`config.mk`:
```
export PLATFORM = sky130hd
export DESIGN_NAME = keyscan_evq_flat
export DESIGN_NICKNAME = d
export VERILOG_FILES = /design/src/rtl/keyscan_evq_if.sv /design/src/rtl/keyscan_evq.sv /design/src/flat_wrapper.sv
export SDC_FILE = /design/constraint.sdc
export NUM_CORES = 1
export LEC_CHECK = 0
export BUFFER_PORTS_ARGS = -buffer_cell sky130_fd_sc_hd__buf_2
export CORE_ASPECT_RATIO = 0.7
export CORE_UTILIZATION = 66
export DETAILED_ROUTE_END_ITERATION = 12
export GPL_TIMING_DRIVEN = 0
export PLACE_DENSITY = 0.95
export SLEW_MARGIN = 20
export SYNTH_ARGS = -nofsm -noshare
export SYNTH_HDL_FRONTEND = slang
export SYNTH_SLANG_ARGS = --single-unit
export TNS_END_PERCENT = 10
```
`constraint.sdc`:
```
create_clock -name clk -period 13 [get_ports clk]
set_clock_uncertainty 0.15 [all_clocks]
set_input_delay 3.9 -clock clk [delete_from_list [all_inputs] [get_ports clk]]
set_output_delay 3.9 -clock clk [all_outputs]
set_load 0.005 [all_outputs]
```
`src/rtl/keyscan_evq_if.sv`:
```
// Single-beat Wishbone register port of the key event queue.
// Master drives address/data/strobe; slave returns registered data and a one-cycle ack.
interface keyscan_evq_if;
  logic [1:0]  wb_addr;
  logic [31:0] wb_rdata;
  logic [31:0] wb_wdata;
  logic        wb_we;
  logic        wb_cyc;
  logic        wb_ack;

  modport master (output wb_addr, output wb_wdata, output wb_we, output wb_cyc,
                  input  wb_rdata, input wb_ack);
  modport slave  (input  wb_addr, input wb_wdata, input wb_we, input wb_cyc,
                  output wb_rdata, output wb_ack);
endinterface

```
`src/rtl/keyscan_evq.sv`:
```
// Key event scheduler: per frame strobe, scans one key per cycle against the last reported state
// and queues press/release events; key k of a frame strobed in T is readable from T+2+k.
module keyscan_evq #(
  parameter int NROWS      = 4,
  parameter int NCOLS      = 12,
  parameter int FIFO_DEPTH = 16
) (
  input  logic                   clk,
  input  logic                   rst_n,
  input  logic [NROWS*NCOLS-1:0] km_state,
  input  logic                   km_stb,
  keyscan_evq_if.slave           wb,
  output logic                   irq
);
  localparam int NK = NROWS * NCOLS;
  localparam int IW = (NK > 1) ? $clog2(NK) : 1;
  localparam int AW = $clog2(FIFO_DEPTH);
  localparam int CW = AW + 1;

  typedef enum logic {IDLE, SCAN} state_t;

  state_t          state_q, state_d;
  logic [NK-1:0]   snap_q, snap_d, prev_q, prev_d;
  logic [15:0]     ts_q, ts_d, frame_q, frame_d;
  logic [IW-1:0]   idx_q, idx_d;
  logic [3:0]      row_q, row_d, col_q, col_d;
  logic            enable_q, enable_d, irq_en_q, irq_en_d, ovf_q, ovf_d;
  logic            ack_q, ack_d, pop_pend_q, pop_pend_d, irq_q, irq_d;
  logic [31:0]     rdata_q, rdata_d;
  logic [AW-1:0]   wptr_q, wptr_d, rptr_q, rptr_d;
  logic [CW-1:0]   count_q, count_d;
  logic [31:0]     mem [FIFO_DEPTH];

  logic            acc_start, acc_done, csr_wr, flush, pop, push, push_eff, ovf_set;
  logic            full, empty;
  logic [31:0]     evt, rd_mux;
  logic [7:0]      level;
  logic            unused_wdata;

  assign unused_wdata = ^wb.wb_wdata[31:4];

  assign acc_start = wb.wb_cyc & ~ack_q;
  assign acc_done  = wb.wb_cyc & ack_q;
  assign csr_wr    = acc_done & wb.wb_we & (wb.wb_addr == 2'd0);
  assign flush     = csr_wr & wb.wb_wdata[3];
  // Pop only what was actually returned when the read was captured.
  assign pop       = acc_done & pop_pend_q;
  assign full      = (count_q == CW'(FIFO_DEPTH));
  assign empty     = (count_q == '0);
  assign level     = 8'(count_q);
  assign evt       = {1'b1, snap_q[idx_q], 2'b00, row_q, 4'b0000, col_q, ts_q};

  always_comb begin
    state_d = state_q;
    snap_d  = snap_q;
    prev_d  = prev_q;
    ts_d    = ts_q;
    idx_d   = idx_q;
    row_d   = row_q;
    col_d   = col_q;
    push    = 1'b0;
    ovf_set = 1'b0;
    case (state_q)
      IDLE: begin
        if (km_stb && enable_q) begin
          snap_d  = km_state;
          ts_d    = frame_q;
          idx_d   = '0;
          row_d   = '0;
          col_d   = '0;
          state_d = SCAN;
        end
      end
      SCAN: begin
        if (!enable_q) begin
          state_d = IDLE;
        end else begin
          if (snap_q[idx_q] != prev_q[idx_q]) begin
            // A full FIFO leaves prev untouched so the change is re-detected next frame.
            if (!full) begin
              push          = 1'b1;
              prev_d[idx_q] = snap_q[idx_q];
            end else begin
              ovf_set = 1'b1;
            end
          end
          if (idx_q == IW'(NK - 1)) begin
            state_d = IDLE;
          end else begin
            idx_d = idx_q + IW'(1);
            if (col_q == 4'(NCOLS - 1)) begin
              col_d = '0;
              row_d = row_q + 4'd1;
            end else begin
              col_d = col_q + 4'd1;
            end
          end
        end
      end
      default: state_d = IDLE;
    endcase
  end

  always_comb begin
    push_eff = push & ~flush;
    wptr_d   = wptr_q;
    rptr_d   = rptr_q;
    count_d  = count_q;
    if (flush) begin
      wptr_d  = '0;
      rptr_d  = '0;
      count_d = '0;
    end else begin
      if (push_eff) wptr_d = wptr_q + AW'(1);
      if (pop)      rptr_d = rptr_q + AW'(1);
      case ({push_eff, pop})
        2'b10:   count_d = count_q + CW'(1);
        2'b01:   count_d = count_q - CW'(1);
        default: count_d = count_q;
      endcase
    end
  end

  always_comb begin
    enable_d = csr_wr ? wb.wb_wdata[0] : enable_q;
    irq_en_d = csr_wr ? wb.wb_wdata[1] : irq_en_q;
    ovf_d    = ovf_q;
    if (csr_wr && wb.wb_wdata[2]) ovf_d = 1'b0;
    if (ovf_set)                  ovf_d = 1'b1;
    frame_d  = (km_stb && enable_q) ? frame_q + 16'd1 : frame_q;
    case (wb.wb_addr)
      2'd0:    rd_mux = {16'h0000, level, 5'b00000, ovf_q, irq_en_q, enable_q};
      2'd1:    rd_mux = empty ? 32'h0 : mem[rptr_q];
      2'd2:    rd_mux = {16'h0000, frame_q};
      default: rd_mux = 32'h0;
    endcase
    ack_d      = acc_start;
    rdata_d    = acc_start ? rd_mux : 32'h0;
    pop_pend_d = acc_start & ~wb.wb_we & (wb.wb_addr == 2'd1) & ~empty;
    irq_d      = irq_en_q & (!empty | ovf_q);
  end

  always_ff @(posedge clk or negedge rst_n) begin
    if (!rst_n) begin
      state_q    <= IDLE;
      snap_q     <= '0;
      prev_q     <= '0;
      ts_q       <= '0;
      frame_q    <= '0;
      idx_q      <= '0;
      row_q      <= '0;
      col_q      <= '0;
      enable_q   <= 1'b0;
      irq_en_q   <= 1'b0;
      ovf_q      <= 1'b0;
      ack_q      <= 1'b0;
      pop_pend_q <= 1'b0;
      irq_q      <= 1'b0;
      rdata_q    <= '0;
      wptr_q     <= '0;
      rptr_q     <= '0;
      count_q    <= '0;
    end else begin
      state_q    <= state_d;
      snap_q     <= snap_d;
      prev_q     <= prev_d;
      ts_q       <= ts_d;
      frame_q    <= frame_d;
      idx_q      <= idx_d;
      row_q      <= row_d;
      col_q      <= col_d;
      enable_q   <= enable_d;
      irq_en_q   <= irq_en_d;
      ovf_q      <= ovf_d;
      ack_q      <= ack_d;
      pop_pend_q <= pop_pend_d;
      irq_q      <= irq_d;
      rdata_q    <= rdata_d;
      wptr_q     <= wptr_d;
      rptr_q     <= rptr_d;
      count_q    <= count_d;
    end
  end

  always_ff @(posedge clk) begin
    if (push_eff) mem[wptr_q] <= evt;
  end

  assign wb.wb_ack   = ack_q;
  assign wb.wb_rdata = rdata_q;
  assign irq         = irq_q;
endmodule
```
`src/flat_wrapper.sv`:
```
// flat-port wrapper written by rule: the top's interface ports become plain ports
module keyscan_evq_flat 
#(
  parameter int NROWS      = 4,
  parameter int NCOLS      = 12,
  parameter int FIFO_DEPTH = 16
)
  (clk, rst_n, km_state, km_stb, irq, wb_wb_addr, wb_wb_wdata, wb_wb_we, wb_wb_cyc, wb_wb_rdata, wb_wb_ack);
  keyscan_evq_if wb_i ();
  input  logic clk;
  input  logic rst_n;
  input  logic [NROWS*NCOLS-1:0] km_state;
  input  logic km_stb;
  output logic irq;
  input wire logic [$bits(wb_i.wb_addr)-1:0] wb_wb_addr;
  input wire logic [$bits(wb_i.wb_wdata)-1:0] wb_wb_wdata;
  input wire logic [$bits(wb_i.wb_we)-1:0] wb_wb_we;
  input wire logic [$bits(wb_i.wb_cyc)-1:0] wb_wb_cyc;
  output wire logic [$bits(wb_i.wb_rdata)-1:0] wb_wb_rdata;
  output wire logic [$bits(wb_i.wb_ack)-1:0] wb_wb_ack;
  assign wb_i.wb_addr = wb_wb_addr;
  assign wb_i.wb_wdata = wb_wb_wdata;
  assign wb_i.wb_we = wb_wb_we;
  assign wb_i.wb_cyc = wb_wb_cyc;
  assign wb_wb_rdata = wb_i.wb_rdata;
  assign wb_wb_ack = wb_i.wb_ack;
  keyscan_evq #(.NROWS(NROWS), .NCOLS(NCOLS), .FIFO_DEPTH(FIFO_DEPTH)) u_core (.clk(clk), .rst_n(rst_n), .km_state(km_state), .km_stb(km_stb), .wb(wb_i), .irq(irq));
endmodule
```
# Yosys cells after proc, flatten, opt, wreduce, memory -nomap -nowiden

Memories as Yosys holds them, arrays and structs flattened.
Index checks and enable logic that the tools add are counted.

Bits in registers: 194
Bits in latches: 0
Bits in writable memories: 400
Bits in read-only memories: 0
Input port bits: 87
Output and inout bits: 34
Word-level logic and storage cells: 118
Memories kept: 1

Memory list:

| name       | depth | bits a word | rd ports | clocked after Yosys merged registers in | wr ports | line              | RTL |
|---|---|---|---|---|---|---|---|
| u_core.mem | 16    | 25          | 1        | 0                                       | 1        | keyscan_evq.sv:32 | `logic [31:0] mem [FIFO_DEPTH];` |

Add/subtract/negate cells: 8
Multipliers: 0
Div/mod/pow operators: 0
Order comparisons: 2
Eq/ne operators: 12
Shift-type cells: 0
Mux-type cells: 45
Bitwise operators: 18
Reduce and logical (&&, ||, !) cells: 14

Operator list:

| cell                  | count |
|---|---|
| $pmux 32 s3           | 1 |
| $mux 32               | 2 |
| $bwmux 48             | 1 |
| $mux 4                | 11 |
| $mux 1                | 18 |
| $mux 6                | 3 |
| $add 16x1->16 const B | 1 |
| $add 4x1->4 const B   | 4 |
| $pmux 4 s2            | 2 |
| $bmux 1 s6            | 2 |
| $pmux 6 s2            | 1 |
| $and 1x1->1           | 11 |
| $pmux 5 s2            | 1 |
| $reduce_and 4->1      | 2 |
| $lt 6x7->1 const B    | 1 |
| $add 6x1->6 const B   | 1 |
| $demux 1 s6           | 1 |
| $eq 6x6->1 const B    | 1 |
| $ge 6x1->1 const B    | 1 |
| $ne 2x2->1 const B    | 3 |
| $not 1->1             | 6 |
| $reduce_bool 2->1     | 3 |
| $add 5x1->5 const B   | 1 |
| $eq 5x5->1 const B    | 1 |
| 16 further kinds      | 20 |

# Logic depth before layout (Yosys ltp)

Depth after elaboration: 10
Gate-level depth with buffers: 19
Gate-level depth less buffers: 15

# Least setup slack after synthesis

OpenSTA, ideal clock, no wires.

Kind: input port to flip-flop
From: input wb_wb_addr[1]
To: memory u_core.mem[0][0] in the netlist's numbering (enable)
Library setup time: 479 ps
Arrival time: 7,156 ps
Required time: 12,371 ps
Slack: 5,215 ps
Cell stages on the path: 5
Cells stage by stage: nand4b_1 > nor2_1 > nand2_1 > nand3_1 > nor4b_1

Longest elaborated chain between the ends: 7

RTL lines:

| item                         | line               | RTL |
|---|---|---|
| start: declaration           | flat_wrapper.sv:15 | `input wire logic [$bits(wb_i.wb_addr)-1:0] wb_wb_addr;` |
| $logic_not 2->1              | keyscan_evq.sv:44  | `assign csr_wr = acc_done & wb.wb_we & (wb.wb_addr == 2'd0);` |
| $and 1x1->1                  | keyscan_evq.sv:44  |  |
| $and 1x1->1                  | keyscan_evq.sv:45  | `assign flush = csr_wr & wb.wb_wdata[3];` |
| $not 1->1                    | keyscan_evq.sv:105 | `push_eff = push & ~flush;` |
| $and 1x1->1                  | keyscan_evq.sv:105 |  |
| $mux 1                       | keyscan_evq.sv:186 | `if (push_eff) mem[wptr_q] <= evt;` |
| $mux 1 (implied by the code) | keyscan_evq.sv:186 |  |
| end: declaration             | keyscan_evq.sv:32  |  |

Every way passes these cells.

# Final worst setup path

From: input wb_wb_addr[1]
To: register u_core.count_q[4]

Longest elaborated chain between the ends: 8
Elaborated cells between the ends (all ways): 10

RTL lines:

| item                                            | line               | RTL |
|---|---|---|
| $logic_not 2->1 (*)                             | keyscan_evq.sv:44  |  |
| $and 1x1->1 (*)                                 | keyscan_evq.sv:44  |  |
| $and 1x1->1 (*)                                 | keyscan_evq.sv:45  |  |
| $not 1->1                                       | keyscan_evq.sv:105 |  |
| $and 1x1->1                                     | keyscan_evq.sv:105 |  |
| $eq 2x1->1 / $eq 2x2->1 (equally long branches) | keyscan_evq.sv:116 | `case ({push_eff, pop})` |
| $pmux 5 s2                                      | keyscan_evq.sv:116 |  |
| $mux 5                                          | keyscan_evq.sv:109 | `if (flush) begin` |
| end signal: assignment                          | keyscan_evq.sv:181 | `count_q <= count_d;` |
| end: declaration                                | keyscan_evq.sv:31  | `logic [CW-1:0] count_q, count_d;` |

Mark *: on every way between the ends. The rest lies on a longest branch, timed or not.
A chain may end at the register's enable or synchronous reset.

==> results.cfg <==
[timing]
fmax_ghz = 0.144
timing.final.crit_share_pct = 53.2
hold_viol_final = 0
rsz0062_at_grt = false
relSlewSlack_pct = 22.1
finalSetupViolCount = 0
tightest_slew_ns = 1.17
whs_ns = 0.337
fin_setup_tns_ns = 0
layout_min_cycle_time_ns = 6.92
drv_slew = 0

[run]
cap_violations = 0

[placed_design]
place_congestion = 0.994
dp_hpwl_um = 44600
io_buffers = 86
placedCellCount = 2107

[power]
swShare_pct = 31.6
power_frac_seq_pct = 47.1
p_clk_share_pct = 32.7
power.total_uw = 5000
combPwrFrac_pct = 20.2
p_switching_uw = 1580
peakVddDrop_uv = 171
total_leakage_power_uw = 0.0102
powerDensity_nw_per_um2 = 182
p_int_uw = 3420

[clock_tree]
clkTransAtPathRegs_ns = 0.07
clockBufferDepth = 3
cts_sinks = 588
post-cts-setup-buffers = 0
cts_resized = 0
hold_buffers = 0
cts_tree = yes
htree_levels = 2
cts_made_buffers = 52
clock_latency_ns = 0.62
cts_root_buf = clkbuf_16

[setup_path]
path_class = input pin to flip-flop
crit_arrival_ns = 7.28
crit_buf_inv = 1
max_stage_delay_ns = 0.54
cp-end-kind = flip-flop
cp_data_required_time_ns = 13.36
cp_top_family = simple AND/OR/NAND/NOR gates
cp_slowest_cell = nand3_1
start_kind = input pin
path_cells = buf_2, nand4b_1, nor2_1, nand2_1, nand3_1, ha_1, xor2_1, ha_1, nand3_1, o21ai_0, a222oi_1, or3_1, a21oi_1
path_max_fanout = 10

[finish]
fin_nets = 1780
layout.cells.non_filler = 2206
layout-drive-gt1-share_pct = 26.2
syn_to_final_growth_pct = 14.1
final_util_pct = 76.6

[floorplan]
num_rows = 58
core_area_um2 = 36000
die_w_um = 231
ios = 121
die_area_um2 = 37400
die_y_um = 162
initial_utilization_pct = 67.1

[synth]
synth_flop_cell = edfxtp_1
syn_area_per_cell_um2 = 16.2
synth_async_sr_flop_share_pct = 32.0
synth_compound_area_share_pct = 2.70
yosys_warnings = 0
muxShareOfSynthArea_pct = 15.7
synth_fa_ha_area_share_pct = 0.622
yosys.area.top_type = edfxtp_1
synthesis.instances = 1487
yosys.area_share.simple_pct = 8.49
synth.area.top_cells = edfxtp_1 (50%), dfrtp_1 (19%), mux4_2 (12%)
synth_edf_count = 400
synth_xor_area_share_pct = 1.19
synth_top_family_by_area = multiplexers
ys_seq_area_share_pct = 69.2
synth_top_area_share_pct = 49.7
ys_ff_latch = 588
ys_types = 63
synth_area_um2 = 24200

[global_routing]
grt_pass1_wl_um = 112000
grt-ovfl-total = 0
grt_max_degree = 99
grt_pass1_vias = 16900
antenna_found_initial = 2
track_usage_pct = 42.8

[routing]
drt_iter0_drc = 3460
wl_per_cell_um = 35.0
finalWirelength_um = 77300
drcViolationCount = 0
firstDrtPassIters = 10
viasPerCell = 7.52
num_vias = 16600
antenna_left = 0

[run_status]
run_status = finished clean

[worst_hold_path]
hp-class = flip-flop to flip-flop
-- synth_stat cells (all sizes together), types with 12 or more instances --
master and count:
nand2 234, dfrtp 188, ha 12, o21ai 14, edfxtp 400, nand3 19, a22oi 16, mux2i 30
and3 17, mux2 56, xor2 14, mux4 127, nor2 62, clkbuf 56, a21oi 19, xnor2 17
buf 43, nor4 35
-- sequential cells by signal, indices dropped and copies added, names as in the netlist --
name and count:
u_core.idx_q 6, u_core.ts_q 16, u_core.prev_q 48, u_core.pop_pend_q 1, u_core.wptr_q 4, u_core.row_q 4
u_core.wb.wb_rdata 26, u_core.irq 1, u_core.snap_q 48, u_core.frame_q 16, u_core.irq_en_q 1, u_core.col_q 4
u_core.wb.wb_ack 1, u_core.rptr_q 4, u_core.mem 400, u_core.enable_q 1, u_core.state_q 1, u_core.ovf_q 1
u_core.count_q 5
-- path summary, 6_finish.rpt --
path                                   startpoint                endpoint  slack [ns]  cells past startpoint
worst max-delay path                wb_wb_addr[1]       u_core.count_q[4]        6.08                     13
max in group asynchronous                   rst_n  u_core.wb.wb_rdata[30]        8.49                      2
worst min register to register  u_core.snap_q[28]       u_core.snap_q[28]        0.34                      2
worst min-delay path            u_core.snap_q[28]       u_core.snap_q[28]        0.34                      2
min in group asynchronous                   rst_n       u_core.prev_q[15]        3.16                      1
worst max register to register    u_core.idx_q[2]       u_core.mem[5][22]        7.27                     12
-- power by group through the flow --
stage / registers [µW] / clock network (µW) / logic [µW]
2_1_floorplan: 2310 / 0 / 598
3_3_place_gp: 2350 / 0 / 835
3_5_place_dp: 2370 / 0 / 900
4_1_cts: 2340 / 1620 / 947
5_1_grt: 2360 / 1690 / 1050
6_report: 2360 / 1640 / 1010
-- layout by cell type (no fill, tap or decap), types with 5 or more instances in the layout --
master,n
o22ai_1,5
nand2b_1,11
nor2b_1,8
buf_1,10
bufinv_16,7
edfxtp_1,400
or4_1,11
a21oi_1,19
nor2_1,58
clkbuf_16,53
nand4_1,6
ha_1,12
conb_1,6
dfrtp_1,188
a221oi_1,9
xnor2_1,16
clkbuf_2,11
mux2i_1,30
mux4_2,127
clkinv_2,11
clkbuf_1,69
inv_1,8
and2_1,6
nor4_1,34
buf_6,13
nor3b_2,5
a22oi_1,16
and3_1,17
buf_2,103
xor2_1,13
nand2_1,234
buf_4,37
a31oi_1,6
nand3_1,19
mux2_2,52
o21ai_0,13
-- worst min-delay path: stages, from the launching register on --
cell and delay (ns):
dfrtp_1 0.35, nand2_1 0.05, nand2_1 0.06
-- per-layer routing --
metal / share of wire [%] / up-vias / global-route usage, %
met5: 0.017 / - / 0.781
met4: 7.8 / 2 / 25.9
met3: 16 / 564 / 18.8
met2: 44 / 1936 / 63.4
met1: 31 / 8039 / 52.5
li1: - / 6055 / -
-- through the flow --
step | area [µm²] | setup WS [ns]
6_report | 27600 | 6.08
5_1_grt | 27600 | 5.96
4_1_cts | 27500 | 6.28
3_5_place_dp | 25800 | 5.87
3_3_place_gp | 25200 | 1.88
2_1_floorplan | 24200 | 5.21
-- cells by family (layout without fill, tap and decap cells) --
| logic type | after synthesis | after routing |
|---|---|---|
| xor+xnor | 31 | 31 |
| buf+inv | 107 | 339 |
| fa+ha+maj | 12 | 12 |
| compound gates | 95 | 95 |
| simple gates | 440 | 440 |
| other cells | 1 | 8 |
| mux | 213 | 213 |
| flops | 588 | 588 |
-- final cells by class --
| type | instances | area, µm² |
|---|---|---|
| Sequential cell | 588 | 16700 |
| Clock inverter | 26 | 347 |
| Multi-Input combinational cell | 797 | 7060 |
| Clock buffer | 71 | 1420 |
| Antenna cell | 2 | 5.00 |
| Timing Repair Buffer | 135 | 897 |
| Tap cell | 480 | 601 |
| Buffer | 99 | 483 |
| Fill cell | 1766 | 8430 |
| Inverter | 8 | 30.0 |
(Power assumes the default switching activity.)
